[config.mk]
export PLATFORM = sky130hd
export DESIGN_NAME = lfsr_rng_arbiter
export DESIGN_NICKNAME = d
export VERILOG_FILES = /design/src/rtl/lfsr_rng_arbiter.sv
export SDC_FILE = /design/constraint.sdc
export NUM_CORES = 1
export LEC_CHECK = 0
export CAP_MARGIN = 20
export CORE_MARGIN = 2
export CORE_UTILIZATION = 45
export CTS_BUF_LIST = sky130_fd_sc_hd__clkbuf_4
export DETAILED_ROUTE_END_ITERATION = 10
export PLACE_DENSITY = 0.71
export REMOVE_ABC_BUFFERS = 1
export SLEW_MARGIN = 15
export SYNTH_ARGS = -nofsm -noshare
export SYNTH_HDL_FRONTEND = slang
export SYNTH_SLANG_ARGS = --single-unit
[constraint.sdc]
create_clock -name clk -period 4.98 [get_ports clk]
set_input_delay 0.498 -clock clk [delete_from_list [all_inputs] [get_ports clk]]
set_output_delay 0.498 -clock clk [all_outputs]
set_load 0.05 [all_outputs]
[src/rtl/lfsr_rng_arbiter.sv]
// Shared 128-bit XNOR LFSR (taps 128,126,101,99) serving N_REQ requesters through a
// round-robin req/gnt handshake, with seeding, warm-up and a post-grant gap.
module lfsr_rng_arbiter #(
   parameter int           N_REQ         = 4,
   parameter logic [127:0] INIT_VALUE    = 128'h001bb69a_baf65811_caa417d1_19362a08,
   parameter int           WARMUP_CYCLES = 128,
   parameter int           GAP_CYCLES    = 32
) (
   input  logic             clk,
   input  logic             rst_n,
   input  logic             seed_valid,
   input  logic [127:0]     seed_data,
   input  logic [N_REQ-1:0] req,
   output logic [N_REQ-1:0] gnt,
   output logic [31:0]      rdata,
   output logic             rng_ready
);
   localparam int CNT_MAX = (WARMUP_CYCLES > GAP_CYCLES) ? WARMUP_CYCLES : GAP_CYCLES;
   localparam int CW      = $clog2(CNT_MAX + 1);
   localparam int RW      = (N_REQ > 1) ? $clog2(N_REQ) : 1;

   typedef enum logic [1:0] {S_WARMUP, S_SERVE, S_GAP} state_t;

   state_t           r_state, w_state_nxt;
   logic [CW-1:0]    r_cnt, w_cnt_nxt;
   logic [127:0]     r_lfsr, w_lfsr_step;
   logic [RW-1:0]    r_rr, w_win_idx, w_rr_nxt;
   logic [N_REQ-1:0] w_rot, r_gnt;
   logic [31:0]      r_rdata;
   logic             w_win_vld, w_grant;

   assign w_lfsr_step = {r_lfsr[126:0], ~(r_lfsr[127] ^ r_lfsr[125] ^ r_lfsr[100] ^ r_lfsr[98])};

   // Rotate requests so bit 0 is the current highest-priority requester.
   assign w_rot = N_REQ'({req, req} >> r_rr);

   always_comb begin
      w_win_vld = 1'b0;
      w_win_idx = '0;
      for (int j = N_REQ - 1; j >= 0; j--) begin
         if (w_rot[j]) begin
            w_win_vld = 1'b1;
            w_win_idx = RW'((int'(r_rr) + j) % N_REQ);
         end
      end
   end

   assign w_rr_nxt = (int'(w_win_idx) == N_REQ - 1) ? '0 : w_win_idx + 1'b1;

   always_comb begin
      w_state_nxt = r_state;
      w_cnt_nxt   = r_cnt;
      w_grant     = 1'b0;
      case (r_state)
         S_SERVE: begin
            if (w_win_vld) begin
               w_grant = 1'b1;
               if (GAP_CYCLES > 0) begin
                  w_state_nxt = S_GAP;
                  w_cnt_nxt   = CW'(GAP_CYCLES);
               end
            end
         end
         default: begin
            w_cnt_nxt = r_cnt - 1'b1;
            if (r_cnt <= CW'(1)) begin
               w_state_nxt = S_SERVE;
               w_cnt_nxt   = '0;
            end
         end
      endcase
   end

   always_ff @(posedge clk or negedge rst_n) begin
      if (!rst_n) begin
         r_lfsr  <= INIT_VALUE;
         r_state <= S_WARMUP;
         r_cnt   <= CW'(WARMUP_CYCLES);
         r_rr    <= '0;
         r_gnt   <= '0;
         r_rdata <= '0;
      end else if (seed_valid) begin
         // All-ones is the XNOR lockup state; fall back to the reset value.
         r_lfsr  <= (&seed_data) ? INIT_VALUE : seed_data;
         r_state <= S_WARMUP;
         r_cnt   <= CW'(WARMUP_CYCLES);
         r_gnt   <= '0;
      end else begin
         r_lfsr  <= w_lfsr_step;
         r_state <= w_state_nxt;
         r_cnt   <= w_cnt_nxt;
         r_gnt   <= w_grant ? (N_REQ'(1) << w_win_idx) : '0;
         if (w_grant) begin
            r_rdata <= r_lfsr[31:0];
            r_rr    <= w_rr_nxt;
         end
      end
   end

   assign gnt       = r_gnt;
   assign rdata     = r_rdata;
   assign rng_ready = (r_state == S_SERVE);
endmodule

## After elaboration in Yosys (flattened, before gate mapping)

Cells that the tools add are included.

| storage, ports and cells | value |
|---|---|
| word-level logic and storage cells | 49 |
| register bits | 176 |
| input bits | 135 |
| output and inout port bits | 37 |

| cells by class | value |
|---|---|
| reductions and logical operators | 4 |
| bitwise operators | 5 |
| shift-type cells | 2 |
| $lt $le $gt $ge | 1 |
| equal/unequal tests | 3 |
| add/subtract/negate cells | 5 |
| multiplexer cells | 23 |

Operators with widths:

| cell | count |
|---|---|
| two-way mux 128 bit | 2 |
| AND reduction 128 bit | 1 |
| two-way mux 8 bit | 4 |
| two-way mux 2 bit | 9 |
| <= comparator 8 x 1 -> 1 bit (second input constant) | 1 |
| two-way mux 4 bit | 2 |
| right shift 8 x 2 -> 4 bit | 1 |
| subtractor 8 x 1 -> 8 bit (second input constant) | 1 |
| two-way mux 1 bit | 6 |
| adder 2 x 1 -> 2 bit (second input constant) | 2 |
| adder 2 bit (second input constant) | 2 |
| == test 2 x 1 -> 1 bit (second input constant) | 2 |
| AND reduction 2 bit | 2 |
| left shift 1 x 2 -> 4 bit (first input constant) | 1 |
| inequality test 3 x 2 -> 1 bit (second input constant) | 1 |
| nonzero test 3 bit | 1 |
| bitwise XOR 1 bit | 3 |
| NOT 1 bit | 2 |

## Longest topological paths before layout

Gate-level depths: netlist (run 1).

| logic depth | value |
|---|---|
| word-level depth | 9 |
| depth in mapped cells | 7 |
| mapped depth without buffers | 7 |

## Worst setup path before layout (run 1)

No wires, ideal clock.

| timing path | value |
|---|---|
| path type | register to register |
| start | register r_state[1] |
| end | register r_rr[1] |
| period minus slack after synthesis | 1.838 ns |
| data required time | 4.855 ns |
| data arrival time | 1.713 ns |
| stages on the path, launching flop included | 7 |
| path buffers | 1 |
| slack | 3.142 ns |
| cells stage by stage | dfrtp_1 nand2b_1 inv_1 nand2_2 nor2_2 buf_6 mux2_4 |

| between the ends | value |
|---|---|
| cells in the longest elaborated chain, start to end | 3 |

Ends and longest elaborated chain:

| item | RTL line | RTL |
|---|---|---|
| start, declared | 24 | `state_t r_state, w_state_nxt;` |
| start signal, assigned | 90 | `r_state <= w_state_nxt;` |
| == test 2 x 1 -> 1 bit | n/a |  |
| named net rng_ready | 16 | `output logic rng_ready` |
| two-way mux 1 bit | 54 | `case (r_state)` |
| AND reduction 2 bit (no source line) | n/a |  |
| end signal, assigned | 95 | `r_rr <= w_rr_nxt;` |
| end, declared | 27 | `logic [RW-1:0] r_rr, w_win_idx, w_rr_nxt;` |

The timed path passes the listed nets, and every way through them passes these cells.
A chain may end at the register's enable or synchronous reset.

## Final worst setup path (run 1)

| timing path | value |
|---|---|
| start | input port seed_data[13] |
| end | register r_lfsr[60] |

| between the ends | value |
|---|---|
| cells in the longest elaborated chain, start to end | 3 |

Ends and longest elaborated chain:

| item | RTL line | RTL |
|---|---|---|
| start, declared | 12 | `input logic [127:0] seed_data,` |
| AND reduction 128 bit | 84 | `r_lfsr <= (&seed_data) ? INIT_VALUE : seed_data;` |
| two-way mux 128 bit | 84 |  |
| two-way mux 128 bit | 82 | `end else if (seed_valid) begin` |
| end signal, assigned | 84 |  |
| end signal, assigned | 89 | `r_lfsr <= w_lfsr_step;` |
| end, declared | 26 | `logic [127:0] r_lfsr, w_lfsr_step;` |

Every way passes these cells.

==> results of run 1 <==
-- Yosys cell counts (all sizes together), types with 2 or more instances --
master | instances | share of area (%)
nor4 | 8 | 0.67
o21ai | 4 | 0.27
a21oi | 7 | 0.47
a31oi | 3 | 0.25
inv | 78 | 3.9
dfrtp | 120 | 40
nand2 | 79 | 4.0
xor2 | 2 | 0.23
dfstp | 56 | 20
ha | 6 | 1.0
nand4 | 34 | 2.8
nor3 | 5 | 0.33
mux2 | 88 | 15
clkbuf | 11 | 0.55
and2 | 5 | 0.42
nand3 | 2 | 0.13
nand2b | 2 | 0.17
a21o | 2 | 0.20
nor2 | 7 | 0.42
o22ai | 75 | 6.2
buf | 23 | 1.8
xnor2 | 4 | 0.47
-- placed cells by master (no fill, tap or decap), types with 2 or more instances in the layout --
master           count
a21o_1               2
a21oi_1              7
a31oi_1              3
and2_1               5
buf_4                6
buf_6                2
bufinv_16            5
clkbuf_4            17
clkdlybuf4s50_1    169
clkinv_1             4
clkinv_4             2
clkinvlp_4           2
dfrtp_1            120
dfstp_2             56
ha_1                 6
inv_1               78
inv_6                2
mux2_2              55
mux2_4              33
nand2_1             78
nand2b_1             2
nand3_1              2
nand4_1             34
nor2_1               5
nor2_4               2
nor3_1               5
nor4_1               8
o21ai_0              3
o22ai_1             75
xnor2_1              4
xor2_1               2
-- final cells by class --
type | count | area, um2 | share of cell area, %
Sequential cell | 176 | 4470 | 46.0
Clock buffer | 17 | 128 | 1.31
Tap cell | 220 | 275 | 2.83
Inverter | 78 | 293 | 3.01
Multi-Input combinational cell | 345 | 2580 | 26.5
Timing Repair Buffer | 178 | 1770 | 18.2
Clock inverter | 15 | 215 | 2.21
-- critical path, cell delays in order --
cell             delay, ns
clkdlybuf4s50_1       0.53
nand4_1               0.10
nor4_1                0.57
nand4_1               0.25
nor2_4                0.35
buf_4                 0.61
o22ai_1               0.19
-- worst paths after layout --
| kind | cells after the start | slack [ns] | to |
|---|---|---|---|
| hold / removal | 3 | 0.38 | r_lfsr[83] |
| setup / recovery | 7 | 2.24 | r_lfsr[60] |
| min in group asynchronous | 2 | 0.53 | rdata[24] |
| setup reg to reg | 7 | 2.97 | r_cnt[4] |
| hold reg to reg | 1 | 0.50 | r_lfsr[95] |
| max in group asynchronous | 3 | 3.32 | r_lfsr[25] |
-- kinds of logic (layout without fill, tap and decap cells) --
kind of cell               count (synthesis)  in the layout  synth area share (%)
DFF                                      176            176                  59.5
and+or+nand+nor                          148            148                  9.54
buffers and inverters                    112            288                  6.28
AOI/OAI and AO/OA                         96             96                  7.98
muxes                                     89             89                  15.0
adders and majority gates                  6              6                 0.999
xor gates and xnor gates                   6              6                 0.699
-- sequential cells by signal, indices dropped and copies added, names as in the netlist --
name     count
r_rr         2
r_lfsr     128
rdata       32
r_cnt        8
r_state      2
gnt          4
-- stage by stage --
stage | instance area [um2] | total power (W) | utilization (%)
after global placement | 9380 | 0.00327 | 57.0
after detailed placement | 9380 | 0.00331 | 57.0
final | 9730 | 0.00422 | 59.1
after global routing | 9730 | 0.00443 | 59.1
after CTS | 9730 | 0.00426 | 59.1
after floorplan | 7340 | 0.00276 | -
-- power by group through the flow --
| stage | sequential (W) | clock (W) | combinational, W |
|---|---|---|---|
| 2_1_floorplan | 0.00228 | 0 | 0.000475 |
| 3_3_place_gp | 0.00189 | 0 | 0.00138 |
| 3_5_place_dp | 0.00190 | 0 | 0.00141 |
| 4_1_cts | 0.00188 | 0.000969 | 0.00142 |
| 5_1_grt | 0.00191 | 0.00103 | 0.00150 |
| 6_report | 0.00188 | 0.000940 | 0.00141 |
-- routing by layer --
| layer | vias up | track usage, % | share of wire (%) |
|---|---|---|---|
| met5 | - | 0 | 0 |
| met4 | 0 | 6.09 | 1.5 |
| met3 | 22 | 5.71 | 6.2 |
| met2 | 180 | 31.7 | 47 |
| met1 | 2590 | 27.8 | 46 |
| li1 | 2523 | - | - |
-- timing repair --
item | CTS | global route
endpoints found under the hold margin | 57 | 0
hold buffers | 1 | 0
setup endpoints to repair | 0 | 0
resized for setup | 0 | 0
==> flow_summary.json, run 1 <==
{
  "clkPwrFrac_pct": 22.3,
  "die_area_um2": 17700,
  "cts_sinks": 176,
  "seqPwrFrac_pct": 44.4,
  "rows": 47,
  "finalHoldViolCount": 0,
  "grt_pass1_wl_um": 28200,
  "critical_path_class": "input pin to flip-flop",
  "wire_per_inst_um": 16.8,
  "async_flop_share_pct": 100,
  "power_density_nw_per_um2": 434,
  "dpl.cell_count": 996,
  "seq_area_frac_synth_pct": 59.5,
  "insertion_delay_ns": 0.57,
  "power.switching_w": 0.00143,
  "antenna_cells": 0,
  "grt-ovfl-total": 0,
  "p_comb_share_pct": 33.3,
  "ir_drop_uv": 279,
  "rsz0062_at_grt": "no",
  "fin_nets": 937,
  "cts_setup_buffers": 0,
  "vias": 5315,
  "syn_to_final_growth_pct": 29.5,
  "cts_tree": "built",
  "maxCapViolCount": 0,
  "fillers": 1353,
  "port-buffer-count": 171,
  "hold_class": "input pin to flip-flop",
  "die_h_um": 133,
  "dp_slack_ns": 1.66,
  "post-route-period-util_pct": 55.0,
  "ys_ff_latch": 176,
  "worstSetupEndpointType": "flip-flop",
  "internal-power_w": 0.00279,
  "drt_wl_total_um": 17300,
  "grt_start_max_net_pins": 84,
  "netlist_instances": 633,
  "start_util_pct": 45.6,
  "pin_count": 172,
  "maxSlewHeadroom_pct": 50.6,
  "vias_per_cell": 5.17,
  "fin_skew_ns": 0.0149,
  "initialDrtViolationCount": 304,
  "postRouteAntennaNets": 0,
  "cts_root_buffer": "clkbuf_4",
  "setup_ws_ns": 2.24,
  "synthDistinctLibCells": 41,
  "coreArea_um2": 16500,
  "place.gp.congestion": 0.900,
  "clk_path_buf_depth": 2,
  "clk_pin_slew_worst_paths_ns": 0.14,
  "crit_start": "seed_data[13]",
  "layout-drive-gt1-share_pct": 22.9,
  "drc_errors": 0,
  "synth_edf_count": 0,
  "r2r_start": "r_cnt[0]",
  "cts_max_level": 4,
  "cts_inserted_buffers": 17,
  "worstHoldStart": "seed_valid",
  "fmax_ghz": 0.365,
  "sw_frac_of_total_pct": 33.9,
  "worst-path-max-fanout": 59,
  "firstDrtPassIters": 5,
  "finalCriticalPeriod_ns": 2.74,
  "setup_tns_ns": 0,
  "antenna_found_initial": 0,
  "drv_slew": 0,
  "cp.arrival_ns": 3.15,
  "leakage_nw": 4.21,
  "setup_viol": 0,
  "grt_usage_pct": 20.3,
  "outcome": "completed",
  "hpwl_um": 12200,
  "ys_warn_count": 0,
  "timing.hold.ws_ns": 0.382,
  "synthFlopType": "dfrtp_1",
  "synth.avg_cell_area_um2": 11.9,
  "die_w_um": 133,
  "start_kind": "input pin",
  "syn_area_um2": 7510,
  "worstPathRequired_ns": 5.39,
  "fin_cells": 1029,
  "tightestPinTransition_ns": 0.741,
  "grt_pass1_vias": 5486
}
Power figures use the tool's default switching activity.
==> run 2: changes to the inputs <==
Clock period 4.98 ns to 2.6 ns, I/O delays scaled along.
==> flow_summary.json, run 2 (same netlist as run 1, synthesis figures left out) <==
{
  "outcome": "completed",
  "cts_root_buffer": "clkbuf_4",
  "setup_tns_ns": 0,
  "postRouteAntennaNets": 0,
  "insertion_delay_ns": 0.56,
  "die_area_um2": 17700,
  "cts_resized": 0,
  "power.switching_w": 0.00270,
  "clkPwrFrac_pct": 24.7,
  "tightestPinTransition_ns": 0.699,
  "cts_sinks": 176,
  "drv_slew": 0,
  "start_util_pct": 45.6,
  "worstSetupEndpointType": "primary output",
  "final_cell_area_um2": 9920,
  "pin_count": 172,
  "slowest_delay_ns": 0.84,
  "cts_inserted_buffers": 17,
  "grt_start_max_net_pins": 67,
  "post-route-period-util_pct": 92.4,
  "worst-path-max-fanout": 4,
  "total_power_w": 0.00836,
  "die_w_um": 133,
  "worst-r2r-setup-slack_ns": 0.60,
  "firstDrtPassIters": 5,
  "layout_commonest_cell": "clkdlybuf4s50_1",
  "fin_util_pct": 60.3,
  "top_register": "r_lfsr",
  "finalCriticalPeriod_ns": 2.40,
  "coreArea_um2": 16500,
  "cp.arrival_ns": 2.14,
  "grt_pass1_vias": 5472,
  "finalHoldViolCount": 0,
  "placed_area_um2": 9500,
  "crit_slowest_cell": "clkdlybuf4s50_1",
  "grt-ovfl-total": 0,
  "drt_wl_total_um": 17200,
  "hpwl_um": 12400,
  "worstPathRequired_ns": 2.34,
  "path_cells": "nand2b_1, inv_1, clkdlybuf4s50_1",
  "setup_viol": 0,
  "initialDrtViolationCount": 327,
  "antenna_found_initial": 0,
  "fin_cells": 1037,
  "rsz0062_at_grt": "no",
  "die_h_um": 133,
  "sw_frac_of_total_pct": 32.3,
  "clk_path_buf_depth": 2,
  "antenna_cells": 0,
  "reg2reg_to": "r_cnt[4]",
  "largest_register_ffs": 128,
  "layout-drive-gt1-share_pct": 23.7,
  "dpl.cell_count": 1004,
  "hold_depth": 3,
  "vias_per_cell": 5.21,
  "internal-power_w": 0.00566,
  "cts_max_level": 4,
  "grt_pass1_wl_um": 27700,
  "drc_errors": 0,
  "place.gp.congestion": 0.838,
  "cts_tree": "built",
  "vias": 5403,
  "start_kind": "flip-flop",
  "seqPwrFrac_pct": 43.0,
  "maxCapViolCount": 0,
  "port-buffer-count": 171,
  "maxSlewHeadroom_pct": 52.9,
  "r2r_start": "r_cnt[0]",
  "mostFrequentLayoutCells": "clkdlybuf4s50_1, dfrtp_1, inv_1, nand2_1, o22ai_1",
  "leakage_nw": 4.31,
  "power_density_nw_per_um2": 843,
  "fin_skew_ns": 0.0205,
  "p_comb_share_pct": 32.3,
  "grt_usage_pct": 19.8,
  "wire_per_inst_um": 16.6,
  "clk_pin_slew_worst_paths_ns": 0.13,
  "fin_nets": 945,
  "reg2reg_depth": 7,
  "fmax_ghz": 0.416,
  "syn_to_final_growth_pct": 32.0,
  "hold_class": "input pin to flip-flop",
  "holdPathEnd": "r_lfsr[94]",
  "critical_path_class": "flip-flop to primary output",
  "rows": 47,
  "worstHoldStart": "seed_valid",
  "ir_drop_uv": 489
}
[run 2: worst max-delay path by stage]
| stage | start | to | slack (ns) | depth (start not counted) |
|---|---|---|---|---|
| 3_3_place_gp | seed_data[33] | r_lfsr[52] | 0.03 | 8 |
| 6_report | r_state[1] | rng_ready | 0.20 | 3 |
| 3_5_place_dp | seed_data[39] | r_lfsr[90] | 0.009 | 7 |
| 4_1_cts | r_state[1] | rng_ready | 0.19 | 3 |
| 5_1_grt | r_state[1] | rng_ready | 0.11 | 3 |
| 2_1_floorplan | r_state[1] | r_rr[1] | -0.35 | 5 |
[run 2: power by group through the flow]
stage          registers [W]  clock network (W)  logic, W
2_1_floorplan        0.00437                  0  0.000910
3_3_place_gp         0.00362                  0   0.00265
3_5_place_dp         0.00364                  0   0.00271
4_1_cts              0.00359            0.00212   0.00272
5_1_grt              0.00365            0.00222   0.00286
6_report             0.00359            0.00207   0.00270
[run 2: layer usage]
| layer | vias to the layer above | part of all wire, % | GRT usage [%] |
|---|---|---|---|
| met5 | - | 0 | 0 |
| met4 | 0 | 1.7 | 5.91 |
| met3 | 25 | 6.0 | 5.14 |
| met2 | 206 | 47 | 30.7 |
| met1 | 2638 | 46 | 27.8 |
| li1 | 2534 | - | - |
[run 2: metrics by stage]
step / worst slack, ns / hold slack [ns]
final: 0.197 / 0.129
after floorplan: -0.354 / -0.0356
after CTS: 0.188 / 0.0991
after global routing: 0.114 / 0.108
after detailed placement: 0.00937 / 0.293
after global placement: 0.0335 / 0.288
[run 2: layout make-up]
cell class                 count  area (um2)
sequential                   176        4470
fill                        1298        6550
multi-input combinational    345        2580
inverter                      78         293
tap                          220         275
clock inverter                13         265
timing repair buffer         186        1890
clock buffer                  19         143
[run 2: what timing repair did]
action                    4_1_cts  5_1_grt
hold endpoints to repair       36        0
hold buffers                    1        0
buffers inserted                0        0
[run 2: critical path, delay by kind of cell, from the launching register on]
kind	cells	cell delay, ns
buffers and inverters	2	1.01
and+or+nand+nor	1	0.18
DFF	1	0.39
